--- config.mk ---
export PLATFORM = sky130hd
export DESIGN_NAME = nvdla_dmaif_rd_arb
export DESIGN_NICKNAME = d
export VERILOG_FILES = /design/src/rtl/nvdla_dmaif_pkg.sv /design/src/rtl/nvdla_dmaif_ord_fifo.sv /design/src/rtl/nvdla_dmaif_rd_arb.sv
export SDC_FILE = /design/constraint.sdc
export NUM_CORES = 1
export LEC_CHECK = 0
export ABC_CLOCK_PERIOD_IN_PS = 6200
export BUFFER_PORTS_ARGS = -buffer_cell sky130_fd_sc_hd__clkbuf_2
export CAP_MARGIN = 30
export CORE_AREA = 2 2 182 184
export CTS_CLUSTER_DIAMETER = 100
export DETAILED_ROUTE_END_ITERATION = 10
export DIE_AREA = 0 0 184 186
export PLACE_DENSITY = 0.75
export SLEW_MARGIN = 20
export SYNTH_ARGS = -nofsm -noshare
export SYNTH_HDL_FRONTEND = slang
export SYNTH_SLANG_ARGS = --single-unit
--- constraint.sdc ---
create_clock -name nvdla_core_clk -period 6.2 [get_ports nvdla_core_clk]
set_input_delay 0 -clock nvdla_core_clk [delete_from_list [all_inputs] [get_ports nvdla_core_clk]]
set_output_delay 0 -clock nvdla_core_clk [all_outputs]
set_load 0.02 [all_outputs]
--- src/rtl/nvdla_dmaif_pkg.sv ---
// Shared types and constants for the NVDLA read DMA interface arbiter.
package nvdla_dmaif_pkg;

    localparam int unsigned SIZE_LSB = 32;
    localparam int unsigned SIZE_W   = 15;
    // Wide enough for the largest supported channel count (8).
    localparam int unsigned CH_ID_W  = 3;

    localparam logic RAM_MC     = 1'b1;
    localparam logic RAM_CVSRAM = 1'b0;

    typedef struct packed {
        logic [CH_ID_W-1:0] ch_id;
        logic               ram_type;
        logic [SIZE_W-1:0]  size;
    } ord_entry_t;

    localparam int unsigned ORD_ENTRY_W = $bits(ord_entry_t);

    function automatic int unsigned clog2(input int unsigned val);
        int unsigned res;
        res = 0;
        while ((64'd1 << res) < 64'(val)) begin
            res = res + 1;
        end
        return res;
    endfunction

endpackage

--- src/rtl/nvdla_dmaif_ord_fifo.sv ---
// Flop-based synchronous FIFO tracking outstanding read requests in issue order.
module nvdla_dmaif_ord_fifo
    import nvdla_dmaif_pkg::*;
#(
    parameter int unsigned DEPTH = 16,
    parameter int unsigned WIDTH = ORD_ENTRY_W
) (
    input  logic             i_clk,
    input  logic             i_rst,
    input  logic             i_push,
    input  logic [WIDTH-1:0] i_wdata,
    input  logic             i_pop,
    output logic [WIDTH-1:0] o_rdata,
    output logic             o_full,
    output logic             o_empty
);

    localparam int unsigned AW = clog2(DEPTH);

    // Extra MSB on each pointer distinguishes full from empty.
    logic [AW:0]      r_wptr;
    logic [AW:0]      r_rptr;
    logic [WIDTH-1:0] r_mem [DEPTH];
    logic             w_do_push;
    logic             w_do_pop;

    assign o_empty   = (r_wptr == r_rptr);
    assign o_full    = (r_wptr[AW] != r_rptr[AW]) && (r_wptr[AW-1:0] == r_rptr[AW-1:0]);
    assign w_do_push = i_push & ~o_full;
    assign w_do_pop  = i_pop & ~o_empty;
    assign o_rdata   = r_mem[r_rptr[AW-1:0]];

    always_ff @(posedge i_clk or posedge i_rst) begin
        if (i_rst) begin
            r_wptr <= '0;
            r_rptr <= '0;
        end else begin
            if (w_do_push) begin
                r_wptr <= r_wptr + (AW+1)'(1);
            end
            if (w_do_pop) begin
                r_rptr <= r_rptr + (AW+1)'(1);
            end
        end
    end

    always_ff @(posedge i_clk) begin
        if (w_do_push) begin
            r_mem[r_wptr[AW-1:0]] <= i_wdata;
        end
    end

endmodule

--- src/rtl/nvdla_dmaif_rd_arb.sv ---
// Round-robin merge of client read requests onto one MCIF port with in-order response routing.
// Define NVDLA_DMAIF_CDT_EN to build the MC credit-latency pop counter.
module nvdla_dmaif_rd_arb
    import nvdla_dmaif_pkg::*;
#(
    parameter int unsigned NUM_CH    = 4,
    parameter int unsigned REQ_PD_W  = 47,
    parameter int unsigned RSP_PD_W  = 65,
    parameter int unsigned ORD_DEPTH = 16
) (
    input  logic                         nvdla_core_clk,
    input  logic                         nvdla_core_rst,
    input  logic [NUM_CH*REQ_PD_W-1:0]   ch_rd_req_pd,
    input  logic [NUM_CH-1:0]            ch_rd_req_vld,
    output logic [NUM_CH-1:0]            ch_rd_req_rdy,
    input  logic [NUM_CH-1:0]            ch_rd_req_ram_type,
    output logic [REQ_PD_W-1:0]          mcif_rd_req_pd,
    output logic                         mcif_rd_req_valid,
    input  logic                         mcif_rd_req_ready,
    input  logic [RSP_PD_W-1:0]          mcif_rd_rsp_pd,
    input  logic                         mcif_rd_rsp_valid,
    output logic                         mcif_rd_rsp_ready,
    output logic [RSP_PD_W-1:0]          ch_rd_rsp_pd,
    output logic [NUM_CH-1:0]            ch_rd_rsp_vld,
    input  logic [NUM_CH-1:0]            ch_rd_rsp_rdy,
    input  logic [NUM_CH-1:0]            ch_rd_cdt_lat_fifo_pop,
    output logic [clog2(NUM_CH+1)-1:0]   mcif_rd_cdt_lat_fifo_pop,
    output logic                         ord_fifo_empty
);

    localparam int unsigned CNT_W = clog2(NUM_CH + 1);

    logic [CH_ID_W-1:0]   r_last_grant;
    logic                 r_req_valid;
    logic [REQ_PD_W-1:0]  r_req_pd;
    logic [SIZE_W-1:0]    r_beat_cnt;

    logic                 w_any_vld;
    logic [CH_ID_W-1:0]   w_winner;
    logic [REQ_PD_W-1:0]  w_win_pd;
    logic                 w_win_ram;
    logic                 w_grant_en;
    logic                 w_ord_full;
    logic                 w_ord_empty;
    ord_entry_t           w_push_entry;
    logic [ORD_ENTRY_W-1:0] w_head_raw;
    ord_entry_t           w_head;
    logic                 w_head_rdy;
    logic                 w_rsp_hs;
    logic                 w_rsp_last;

    // Arbiter: first valid channel after last_grant, wrapping.
    always_comb begin
        w_any_vld = 1'b0;
        w_winner  = '0;
        for (int unsigned k = 1; k <= NUM_CH; k++) begin
            for (int unsigned i = 0; i < NUM_CH; i++) begin
                if (!w_any_vld && ch_rd_req_vld[i] && ((32'(r_last_grant) + k) % NUM_CH == i)) begin
                    w_any_vld = 1'b1;
                    w_winner  = CH_ID_W'(i);
                end
            end
        end
    end

    always_comb begin
        w_win_pd  = '0;
        w_win_ram = 1'b0;
        for (int unsigned i = 0; i < NUM_CH; i++) begin
            if (w_winner == CH_ID_W'(i)) begin
                w_win_pd  = ch_rd_req_pd[i*REQ_PD_W +: REQ_PD_W];
                w_win_ram = ch_rd_req_ram_type[i];
            end
        end
    end

    assign w_grant_en = w_any_vld & ~w_ord_full & (~r_req_valid | mcif_rd_req_ready);

    always_comb begin
        ch_rd_req_rdy = '0;
        for (int unsigned i = 0; i < NUM_CH; i++) begin
            ch_rd_req_rdy[i] = w_grant_en & (w_winner == CH_ID_W'(i));
        end
    end

    assign w_push_entry.ch_id    = w_winner;
    assign w_push_entry.ram_type = w_win_ram;
    assign w_push_entry.size     = w_win_pd[SIZE_LSB +: SIZE_W];

    always_ff @(posedge nvdla_core_clk or posedge nvdla_core_rst) begin
        if (nvdla_core_rst) begin
            r_req_valid  <= 1'b0;
            r_req_pd     <= '0;
            r_last_grant <= CH_ID_W'(NUM_CH - 1);
        end else if (w_grant_en) begin
            r_req_valid  <= 1'b1;
            r_req_pd     <= w_win_pd;
            r_last_grant <= w_winner;
        end else if (mcif_rd_req_ready) begin
            r_req_valid  <= 1'b0;
        end
    end

    assign mcif_rd_req_valid = r_req_valid;
    assign mcif_rd_req_pd    = r_req_pd;

    nvdla_dmaif_ord_fifo #(
        .DEPTH (ORD_DEPTH),
        .WIDTH (ORD_ENTRY_W)
    ) u_ord_fifo (
        .i_clk   (nvdla_core_clk),
        .i_rst   (nvdla_core_rst),
        .i_push  (w_grant_en),
        .i_wdata (w_push_entry),
        .i_pop   (w_rsp_last),
        .o_rdata (w_head_raw),
        .o_full  (w_ord_full),
        .o_empty (w_ord_empty)
    );

    assign w_head         = ord_entry_t'(w_head_raw);
    assign ord_fifo_empty = w_ord_empty;

    // Responses return in issue order, so the FIFO head owns the current beat.
    always_comb begin
        w_head_rdy    = 1'b0;
        ch_rd_rsp_vld = '0;
        for (int unsigned i = 0; i < NUM_CH; i++) begin
            if (w_head.ch_id == CH_ID_W'(i)) begin
                w_head_rdy       = ch_rd_rsp_rdy[i];
                ch_rd_rsp_vld[i] = mcif_rd_rsp_valid & ~w_ord_empty;
            end
        end
    end

    assign mcif_rd_rsp_ready = ~w_ord_empty & w_head_rdy;
    assign ch_rd_rsp_pd      = mcif_rd_rsp_pd;
    assign w_rsp_hs          = mcif_rd_rsp_valid & mcif_rd_rsp_ready;
    assign w_rsp_last        = w_rsp_hs & (r_beat_cnt == w_head.size);

    always_ff @(posedge nvdla_core_clk or posedge nvdla_core_rst) begin
        if (nvdla_core_rst) begin
            r_beat_cnt <= '0;
        end else if (w_rsp_last) begin
            r_beat_cnt <= '0;
        end else if (w_rsp_hs) begin
            r_beat_cnt <= r_beat_cnt + SIZE_W'(1);
        end
    end

`ifdef NVDLA_DMAIF_CDT_EN
    logic [NUM_CH-1:0] r_mc_mask;
    logic [CNT_W-1:0]  r_cdt_pop;
    logic [NUM_CH-1:0] w_pop_bits;
    logic [CNT_W-1:0]  w_pop_cnt;

    assign w_pop_bits = ch_rd_cdt_lat_fifo_pop & r_mc_mask;

    always_comb begin
        w_pop_cnt = '0;
        for (int unsigned i = 0; i < NUM_CH; i++) begin
            w_pop_cnt = w_pop_cnt + CNT_W'(w_pop_bits[i]);
        end
    end

    always_ff @(posedge nvdla_core_clk or posedge nvdla_core_rst) begin
        if (nvdla_core_rst) begin
            r_mc_mask <= {NUM_CH{RAM_MC}};
            r_cdt_pop <= '0;
        end else begin
            r_cdt_pop <= w_pop_cnt;
            for (int unsigned i = 0; i < NUM_CH; i++) begin
                if (w_grant_en && (w_winner == CH_ID_W'(i))) begin
                    r_mc_mask[i] <= w_win_ram;
                end
            end
        end
    end

    assign mcif_rd_cdt_lat_fifo_pop = r_cdt_pop;

    logic w_unused_bits;
    assign w_unused_bits = w_head.ram_type;
`else
    assign mcif_rd_cdt_lat_fifo_pop = '0;

    logic w_unused_bits;
    assign w_unused_bits = w_head.ram_type ^ (^ch_rd_cdt_lat_fifo_pop);
`endif

endmodule

# Word level (Yosys, flattened, before mapping)
# Memories as Yosys holds them, arrays and structs flattened.
# Cells that the tools add are included.
dict set report word_totals {
  in_bits 273
  out_inout_bits 126
  ramBits 304
  n_memories 1
  reg_bits 75
  elab_cells 160
}
dict set report op_classes {
  n_bitwise 16
  eq_ne 22
  reduce_logical 55
  n_addsub 7
  mux 53
}
# memory depth word_bits rd rd_clocked_by_memory_dff wr line
set memory_table {}
lappend memory_table {u_ord_fifo.r_mem 16 19 1 0 1 nvdla_dmaif_ord_fifo.sv:23} ;# logic [WIDTH-1:0] r_mem [DEPTH];
# operator count
set op_table {}
lappend op_table {{$mux W47} 4}
lappend op_table {{$logic_not A32 Y1} 4}
lappend op_table {{$mux W3} 14}
lappend op_table {{$mux W1} 33}
lappend op_table {{$logic_and A1 B1 Y1} 32}
lappend op_table {{$mux W15} 2}
lappend op_table {{$eq A2 B2 Y1 const B} 8}
lappend op_table {{$add A15 B1 Y15 const B} 1}
lappend op_table {{$eq A15 B15 Y1} 1}
lappend op_table {{$logic_not A1 Y1} 15}
lappend op_table {{$and A1 B1 Y1} 12}
lappend op_table {{$eq A3 B2 Y1 const B} 4}
lappend op_table {{$add A5 B1 Y5 const B} 2}
lappend op_table {{$eq A2 B1 Y1 const B} 4}
lappend op_table {{$eq A3 B1 Y1 const B} 2}
lappend op_table {{$logic_not A3 Y1} 2}
lappend op_table {{$eq A5 B5 Y1} 1}
lappend op_table {{$add A2 B1 Y2 const B} 2}
lappend op_table {{$add A2 B2 Y2 const B} 2}
lappend op_table {{$eq A4 B4 Y1} 1}
lappend op_table {{$reduce_bool A2 Y1} 2}
lappend op_table {{$not A1 Y1} 3}
lappend op_table {{$ne A1 B1 Y1} 1}
lappend op_table {{$or A1 B1 Y1} 1}

# Longest topological paths before layout
dict set report logic_depth {
  word_depth 69
  ltp_mapped 13
  ltp_nobuf 8
}

# Cells and area by module
# From an unflattened synthesis, not the netlist that was laid out.
dict set report hier_totals {
  cells_unflattened 1172
  area_unflattened_um2 17496.8
}
# mod cells_per_inst instances seq_area_each_um2 area_each_um2
set modules_own_cells {}
lappend modules_own_cells {nvdla_dmaif_ord_fifo 547 1 9379.0 12231.7}
lappend modules_own_cells {nvdla_dmaif_rd_arb 625 1 1629.1 5265.0}

# Least setup slack after synthesis
# OpenSTA, ideal clock, no wires.
dict set report synth_path {
  path_type {register -> register}
  startpoint {register u_ord_fifo.r_rptr[1]}
  endpoint {memory u_ord_fifo.r_mem[2][0] (netlist bit), enable pin}
  setup_slack_ns 2.144
  arrival_ns 3.644
  required_ns 5.788
  path_stages_with_launch 14
  cell_sequence {dfrtp_1 -> buf_2 -> buf_4 -> buf_4 -> buf_4 -> xnor2_1 -> nand4_1 -> nand2b_1 -> nand2_1 -> a21oi_1 -> clkbuf_1 -> clkbuf_1 -> nand2_1 -> nor3_1}
}
dict set report synth_via {
  elab_chain_len 8
}
# element line
set synth_rtl {}
lappend synth_rtl {{start, declared} nvdla_dmaif_ord_fifo.sv:22} ;# logic [AW:0] r_rptr;
lappend synth_rtl {{start signal, assigned} nvdla_dmaif_ord_fifo.sv:42} ;# r_rptr <= r_rptr + (AW+1)'(1);
lappend synth_rtl {{$eq A4 B4 Y1 (*)} nvdla_dmaif_ord_fifo.sv:28} ;# assign o_full = (r_wptr[AW] != r_rptr[AW]) && (r_wptr[AW-1:0] == r_rptr[AW-1:0]);
lappend synth_rtl {{$logic_and A1 B1 Y1 (*)} nvdla_dmaif_ord_fifo.sv:28}
lappend synth_rtl {{$not A1 Y1 (*)} {nvdla_dmaif_ord_fifo.sv:29, nvdla_dmaif_rd_arb.sv:77}}
lappend synth_rtl {{$and A1 B1 Y1 (2 in a row)} nvdla_dmaif_rd_arb.sv:77} ;# assign w_grant_en = w_any_vld & ~w_ord_full & (~r_req_valid | mcif_rd_req_ready);
lappend synth_rtl {{$and A1 B1 Y1 (*)} nvdla_dmaif_ord_fifo.sv:29} ;# assign w_do_push = i_push & ~o_full;
lappend synth_rtl {{$mux W1 (*)} nvdla_dmaif_ord_fifo.sv:48} ;# if (w_do_push) begin
lappend synth_rtl {{$mux W1 (not written as such) (*)} nvdla_dmaif_ord_fifo.sv:49} ;# r_mem[r_wptr[AW-1:0]] <= i_wdata;
lappend synth_rtl {{end, declared} nvdla_dmaif_ord_fifo.sv:23}
# Mark *: on every way between the ends. The rest lies on a longest branch, timed or not.

# Worst setup path in the final report
dict set report layout_path {
  startpoint {register u_ord_fifo.r_rptr[0]}
  endpoint {register u_ord_fifo.r_rptr[1]}
}
dict set report layout_via {
  elab_chain_len 10
}
# element line
set layout_rtl {}
lappend layout_rtl {{$mem_v2 Z16 W19} n/a}
lappend layout_rtl {{$logic_not A3 Y1} nvdla_dmaif_rd_arb.sv:129} ;# if (w_head.ch_id == CH_ID_W'(i)) begin
lappend layout_rtl {{$mux W1 (4 in a row)} nvdla_dmaif_rd_arb.sv:129}
lappend layout_rtl {{$and A1 B1 Y1} nvdla_dmaif_rd_arb.sv:136} ;# assign mcif_rd_rsp_ready = ~w_ord_empty & w_head_rdy;
lappend layout_rtl {{$and A1 B1 Y1} nvdla_dmaif_rd_arb.sv:138} ;# assign w_rsp_hs = mcif_rd_rsp_valid & mcif_rd_rsp_ready;
lappend layout_rtl {{$and A1 B1 Y1} nvdla_dmaif_rd_arb.sv:139} ;# assign w_rsp_last = w_rsp_hs & (r_beat_cnt == w_head.size);
lappend layout_rtl {{$and A1 B1 Y1} nvdla_dmaif_ord_fifo.sv:30} ;# assign w_do_pop = i_pop & ~o_empty;
# Parallel ways exist; a longest one is shown, timed or not.
# A chain may end at the register's enable or synchronous reset.

==> impl_metrics.ini <==
[timing]
tns_ps = 0
period_share_pct = 65.7
tightest_slew_ps = 939
finalSetupViolations = 0
grt_setup_unrepaired = no
finalClockSkew_ps = 22.1
fmax_mhz = 246
slew_headroom_pct = 37.3
fin_crit_ps = 4070
hold_violations = 0
slew_viol_final = 0

[logic_synthesis]
synth_edf_count = 272
synthCells = 1156
synth_top_area_share_pct = 51.5
synthTopCellsByCount = edfxtp_1 (272), nand2_1 (96), a21oi_1 (85), buf_4 (73), dfrtp_1 (73)
synth_seq_area_share_pct = 63.3
synthFlopType = edfxtp_1
synth_seq_cells = 347
syn-cell-area_mm2 = 0.0159
syn_area_per_cell_um2 = 13.7
synth_most_common_cell = edfxtp_1
synthTopCellsByArea = edfxtp_1 (51%), dfrtp_1 (12%), mux4_2 (7.2%)
ys_types = 66
synth_top_cell_by_area = edfxtp_1
ys_warn_count = 0
async_flop_share_pct = 21.6

[drt]
vias_per_cell = 6.01
drc_errors = 0
drtPass1Iterations = 5
final_antenna_net_count = 0
wl_per_cell_um = 24.8
num_vias = 11213
drt_iter0_markers = 1219
wl_mm = 46.3

[clock_tree]
cts_max_level = 2
cts_buffer_depth = 3
clk_latency_ps = 520
clkTransAtPathRegs_ps = 60
cts_root_buf = clkbuf_16
cts_tree = built
clock_sinks = 347
cts_buffers = 36

[worst_setup_path]
slowest_delay_ps = 770
cp.arrival_ps = 4460
critPathCaptureType = register
crit_family = multiplexers
worstPathRequired_ps = 6590
crit_path_cell_trace = mux4_1, mux4_2, or3b_1, o22ai_2, nand2_2, nor2_8, mux2_4
crit_path_start_kind = register
crit_type = register to register
reg2reg_slack_ps = 2130
cp_num_buf_inv = 0
crit_fanout = 19
crit_slowest_cell = dfrtp_2

[pwr]
power_density_mw_per_mm2 = 420
total_leakage_power_nw = 7.15
ir_worst_vdd_mv = 0.319

[run]
max_cap_violations = 0

[run_status]
run_status = finished, final reports clean

[layout]
fillers = 2412
syn_to_final_growth_pct = 21.3
finalNetCount = 1707
design_area_mm2 = 0.0193
layout-drive-gt1-share_pct = 30.0

[global_route]
grt_pass1_wl_mm = 67.4
antenna_found_initial = 8
grt_use_total_pct = 27.0
grt_max_degree = 76
grt_overflow = 0
first_global_vias = 11155

[floorplanning]
start_util_pct = 49.3
placementRows = 66
die_area_mm2 = 0.0342
io-pin-count = 399
fp.dieH_um = 186
die_x_um = 184
coreArea_mm2 = 0.0322

[placed_design]
dp_hpwl_mm = 29.9
io_buffers = 257
placed_area_mm2 = 0.0172
gp_congestion = 0.901

[hold_path]
min_path_type = primary input to primary output
==> stage by stage <==
step                cells  setup slack (ps)  power [mW]  hold slack, ps  utilization (%)
floorplan            1158              2140        4.81            96.4                -
global placement     1712              1930        5.52           -64.9             53.3
detailed placement   1713              1890        5.60           -61.2             53.3
CTS                  1858              1860        8.04           0.137             59.6
global route         1865              1930        8.40          0.0532             59.8
finish               1866              2130        8.08         0.00881             59.8
==> worst paths after layout <==
path	from	end	cells after the start
min	mcif_rd_rsp_pd[53]	ch_rd_rsp_pd[53]	0
min reg2reg	u_ord_fifo.r_wptr[4]$_DFFE_PP0P_	u_ord_fifo.r_wptr[4]$_DFFE_PP0P_	1
min in group asynchronous	nvdla_core_rst	mcif_rd_req_pd[28]$_DFFE_PP0N_	4
max	u_ord_fifo.r_rptr[0]$_DFFE_PP0P_	u_ord_fifo.r_rptr[1]$_DFFE_PP0P_	7
max in group asynchronous	nvdla_core_rst	r_last_grant[1]$_DFFE_PP1N_	6
max reg2reg	u_ord_fifo.r_rptr[0]$_DFFE_PP0P_	u_ord_fifo.r_rptr[1]$_DFFE_PP0P_	7
==> cell type report <==
type / count / area (um2) / area share (%)
Tap cell: 408 / 510 / 2.65
Multi-Input combinational cell: 664 / 5060 / 26.3
Sequential cell: 347 / 10100 / 52.2
Clock buffer: 44 / 952 / 4.94
Antenna cell: 6 / 15.0 / 0.0780
Inverter: 8 / 31.3 / 0.162
Timing Repair Buffer: 371 / 2390 / 12.4
Clock inverter: 18 / 244 / 1.27
==> state kept, by name, indices dropped and copies added, names as in the netlist <==
| signal | cells |
|---|---|
| r_beat_cnt | 15 |
| mcif_rd_req_valid | 1 |
| u_ord_fifo.r_rptr | 5 |
| u_ord_fifo.r_wptr | 5 |
| mcif_rd_req_pd | 47 |
| r_last_grant | 2 |
| u_ord_fifo.r_mem | 272 |
==> logic make-up (layout without fill, tap and decap cells) <==
| family | count (synthesis) | in the layout | share of synthesized area [%] |
|---|---|---|---|
| adders and majority gates | 6 | 6 | 0.473 |
| AOI/OAI and AO/OA | 250 | 250 | 9.84 |
| other | 1 | 9 | 0.0236 |
| muxes | 113 | 113 | 11.5 |
| DFF | 347 | 347 | 63.3 |
| buffers and inverters | 147 | 441 | 5.41 |
| and+or+nand+nor | 263 | 263 | 7.91 |
| xor gates and xnor gates | 29 | 29 | 1.60 |
==> metal layers <==
metal  GRT usage (%)  vias to the layer above  wire length [um]
met1            32.6                     5575             17000
met5               0                        -                 0
li1                -                     4845                 -
met2            44.2                      657             22500
met3            7.87                      136              4360
met4            14.3                        0              2420
==> power breakdown <==
part / total (mW) / leakage, nW / switching (mW) / internal, mW
clock network: 2.21 / 0.575 / 0.872 / 1.34
logic: 2.40 / 3.25 / 1.55 / 0.849
registers: 3.47 / 3.33 / 0.231 / 3.24
total: 8.08 / 7.15 / 2.65 / 5.43
==> placed cells by master (no fill, tap or decap), types with 13 or more instances in the layout <==
cell             n
edfxtp_1       272
clkbuf_2       257
nand2_1         95
a21oi_1         84
dlygate4sd3_1   83
o21ai_0         71
dfrtp_1         70
nor2_1          63
mux4_2          51
mux2i_1         48
clkbuf_16       37
a2bb2oi_1       34
buf_4           28
nor2b_1         18
xnor2_1         15
xor2_1          14
nand3_1         14
nor3_1          13
==> what timing repair did <==
action                    in CTS  in global routing
hold buffers                  83                  0
resized for setup              0                  0
buffers inserted               0                  0
hold endpoints to repair      56                  0
Power figures use the tool's default switching activity.
